### src/rtl/serial_subtractor_8.sv
// Bit-serial two's-complement subtractor: o = a - b - bi, one bit per clock.
// A single full-subtractor cell walks the latched operands LSB first. Each
// difference bit enters a right-shifting result register at the MSB, and the
// borrow is carried in a flop. Outputs change only when an operation completes.
module serial_subtractor_8 #(
   parameter int WIDTH = 8
) (
   input  logic             clk,
   input  logic             rst,
   input  logic             start,
   input  logic [WIDTH-1:0] a,
   input  logic [WIDTH-1:0] b,
   input  logic             bi,
   output logic             busy,
   output logic             done,
   output logic [WIDTH-1:0] o,
   output logic             bo,
   output logic             ov,
   output logic             z
);

   localparam int CW = $clog2(WIDTH) + 1;  // bit-cycle counter width
   localparam int IW = $clog2(WIDTH);      // bit index width

   typedef enum logic [1:0] {
      IDLE = 2'd0,
      BUSY = 2'd1,
      DONE = 2'd2
   } state_t;

   state_t           state;
   state_t           state_next;

   logic [WIDTH-1:0] a_q;
   logic [WIDTH-1:0] b_q;
   logic [WIDTH-1:0] sr;
   logic             borrow;
   logic [CW-1:0]    count;

   logic             a_bit;
   logic             b_bit;
   logic             d_bit;
   logic             borrow_next;
   logic             last_bit;
   logic             accept;
   logic [WIDTH-1:0] o_next;

   // Full-subtractor cell on the current bit, plus the shifted result it produces.
   always_comb begin
      a_bit       = a_q[count[IW-1:0]];
      b_bit       = b_q[count[IW-1:0]];
      d_bit       = a_bit ^ b_bit ^ borrow;
      borrow_next = (~a_bit & b_bit) | (~(a_bit ^ b_bit) & borrow);
      o_next      = {d_bit, sr[WIDTH-1:1]};
      last_bit    = (count == CW'(WIDTH - 1));
      // A request is taken in IDLE and also in DONE, so back-to-back operations work.
      accept      = start && (state != BUSY);
   end

   // State register.
   always_ff @(posedge clk or posedge rst) begin
      // NOTE: every flop is written with <= so all registers update from
      // pre-edge values, whatever order the statements appear in.
      if (rst) state <= IDLE;
      else     state <= state_next;
   end

   // Next-state logic and the handshake outputs decoded from the state.
   always_comb begin
      // NOTE: defaults come first so that every path assigns every output and
      // no latch is inferred.
      state_next = state;
      busy       = 1'b0;
      done       = 1'b0;
      case (state)
         IDLE: begin
            if (start) state_next = BUSY;
         end
         BUSY: begin
            busy = 1'b1;
            if (last_bit) state_next = DONE;
         end
         DONE: begin
            done       = 1'b1;
            state_next = start ? BUSY : IDLE;
         end
         default: state_next = IDLE;
      endcase
   end

   // Operand capture, the bit-serial datapath, and the result/flag registers
   // that load only on the final bit.
   always_ff @(posedge clk or posedge rst) begin
      // NOTE: the operand and shift registers are reset as well. This is not
      // needed for correct results, but it makes every state after reset
      // deterministic.
      if (rst) begin
         a_q    <= '0;
         b_q    <= '0;
         sr     <= '0;
         borrow <= 1'b0;
         count  <= '0;
         o      <= '0;
         bo     <= 1'b0;
         ov     <= 1'b0;
         z      <= 1'b0;
      end else if (accept) begin
         a_q    <= a;
         b_q    <= b;
         borrow <= bi;
         count  <= '0;
      end else if (state == BUSY) begin
         sr     <= o_next;
         borrow <= borrow_next;
         count  <= count + 1'b1;
         if (last_bit) begin
            o  <= o_next;
            bo <= borrow_next;
            ov <= (a_q[WIDTH-1] ^ b_q[WIDTH-1]) & (o_next[WIDTH-1] ^ a_q[WIDTH-1]);
            z  <= (o_next == '0);
         end
      end
   end

endmodule

### config.mk
export PLATFORM = sky130hd
export DESIGN_NAME = serial_subtractor_8
export DESIGN_NICKNAME = d
export VERILOG_FILES = /design/src/rtl/serial_subtractor_8.sv
export SDC_FILE = /design/constraint.sdc
export NUM_CORES = 1
export LEC_CHECK = 0
export ABC_AREA = 1
export BUFFER_PORTS_ARGS = -buffer_cell sky130_fd_sc_hd__buf_2
export CAP_MARGIN = 5
export CORE_MARGIN = 2
export CORE_UTILIZATION = 46
export CTS_BUF_LIST = sky130_fd_sc_hd__clkbuf_8
export DETAILED_ROUTE_END_ITERATION = 6
export PLACE_DENSITY = 0.7
export SYNTH_ARGS = -nofsm -noshare
export SYNTH_HDL_FRONTEND = slang
export SYNTH_SLANG_ARGS = --single-unit
### constraint.sdc
create_clock -name clk -period 2.5 [get_ports clk]
set_clock_uncertainty 0.1 [all_clocks]
set_input_delay 0 -clock clk [delete_from_list [all_inputs] [get_ports clk]]
set_output_delay 0 -clock clk [all_outputs]
set_load 0.1 [all_outputs]
==> reports/qor.csv <==
metric;value;unit
startpoint_type;flip-flop;
rows;23;
synth_top_family_by_area;simple AND/OR/NAND/NOR gates;
synthMuxAreaShare;0;%
clockBufferDepth;2;
final-hold-violation-count;0;
num_vias;1527;
via_per_inst;4.76;
wl_per_cell;11.1;um
hp-class;in2async;
synth_top_area_cell;dfrtp_1;
cap_violations;0;
grt_overflow;0;
syn-cell-area;1890;um2
reg2reg_slack;420;ps
synthXorXnorAreaFrac;0;%
multi_input_area;671;um2
setup_viol;0;
antenna_found_initial;0;
drc;0;
core;3970;um2
r2r-end;ov;
fin_crit;2080;ps
tritoncts;built;
fillers;373;
drt_iter0_drc;79;
synth_seq_area_share;54.2;%
synth_simple_gate_area_share;21.4;%
portBuffers;32;
die_x;68.2;um
synthCells;220;
drt_pass1_iterations;4;
dpl.hpwl;2.37;mm
final_max_slew_viol_count;0;
cts.clk_slew.worst_paths;70;ps
max_clock_freq;0.481;GHz
cts_sinks;41;
synthesis.nets;242;
fin_crit_sh;83.1;%
end_kind;flip-flop;
setup_tns;0;ps
clockRootBuffer;clkbuf_8;
cts_setup_buffers;0;
cp.required;2580;ps
synth.top_cell.area_share;54.2;%
r2r_cells;12;
synth_compound_area_share;12.3;%
h-tree-depth;2;
synth_cell_types;19;
synthAdderAreaFrac;1.72;%
grt_pass1_vias;1358;
layout-drive-gt1-share;17.0;%
grt_use_total;17.9;%
grt_pass1_wl;6.04;mm
synth_seq_cells;41;
antennaDiodeCount;0;
synth_area_per_cell;8.60;um2
area_growth;22.2;%
insertion_delay;290;ps
grt_max_degree;42;
tightest_slew;502;ps
fin_nets;292;
rsz0062_at_grt;false;
wl;3.58;mm
io_pins;33;
whs;264;ps
synth-warning-count;0;
ant_nets;0;
die_h;68.2;um
worstSetupPathType;reg2reg;
arrival;2150;ps
status;finished, final reports clean;
cp_max_fo;11;
gp_congestion;0.739;
synthTopCellsByArea;dfrtp_1, nand2_1, inv_1, o21ai_0, a21oi_1;
start_util;47.7;%
ff_latch_area;1030;um2
max-slew-margin-rel;66.5;%
die_area;4640;um2
r2r-start;count[0];
cts_buffers;5;
through the flow:
step	setup WS, ps	instances	cell area, um2	util (%)
2_1_floorplan	567	220	1890	-
3_3_place_gp	483	294	2040	51.4
3_5_place_dp	427	294	2040	51.4
4_1_cts	406	321	2310	58.3
5_1_grt	146	321	2310	58.3
6_report	422	321	2310	58.3
worst max-delay path, cell delays in order, from the launching register on:
cell and delay, ps:
dfrtp_1 510, inv_2 180, nand2_1 70, nand3_1 70
nand2_1 50, nand2_1 50, nand2_1 70, fa_1 560
inv_1 70, nand3_1 60, nand2_1 50, nand2_1 60
nand2_1 50
registers in the layout (all words and copies together) (netlist names):
register and count:
state 2, o 8, ov 1, count 4, b_q 8, a_q 8
sr 7, z 1, borrow 1, bo 1
synthesized netlist by cell type, drive strengths merged:
cell type,n
nand2,52
dfrtp,41
inv,29
o21ai,28
nor2,22
a21oi,17
nand3,17
buf,9
clkinv,1
fa,1
ha,1
o211ai,1
or2,1
area by class of cell:
type	instances	area share [%]
multi-input combinational	140	29.0
timing repair buffer	52	15.5
clock buffer	5	2.97
inverter	30	4.92
clock inverter	3	0.595
sequential	41	44.3
tap	50	2.70
per-layer routing:
metal	wire, um	track usage, %
met1	1630	21.3
met5	0	0
met3	146	6.09
met4	58	6.00
met2	1740	30.2
logic make-up (layout without fill, tap and decap cells):
| family | Yosys count | after routing |
|---|---|---|
| AO/OA/AOI/OAI | 46 | 46 |
| adder cells (fa/ha/maj) | 2 | 2 |
| buffers and inverters | 39 | 90 |
| flip-flops | 41 | 41 |
| AND/OR/NAND/NOR | 92 | 92 |
what timing repair did:
action                     CTS  global route
hold buffers                19             0
resized for setup            0             0
hold endpoints to repair    59             0
setup endpoints to repair    0             0
cells in the final DEF, fill, tap and decap left out, types with 2 or more instances in the layout:
cell           count
a21oi_1           17
buf_2             32
clkbuf_8           5
clkinv_2           3
dfrtp_1           41
dlygate4sd3_1     19
inv_1             29
nand2_1           50
nand2_4            2
nand3_1           16
nor2_1            21
o21ai_0           21
o21ai_1            7
worst max path at each step:
stage / startpoint / to / cells after the start
floorplan: count[0] / ov / 13
global placement: count[0] / ov / 12
detailed placement: count[0] / ov / 12
CTS: count[0] / ov / 12
global route: count[0] / z / 12
finish: count[0] / ov / 12
Power is left out: the tool's default activity adds up to more than one toggle a clock period on the data nets, which glitch-free logic cannot reach.
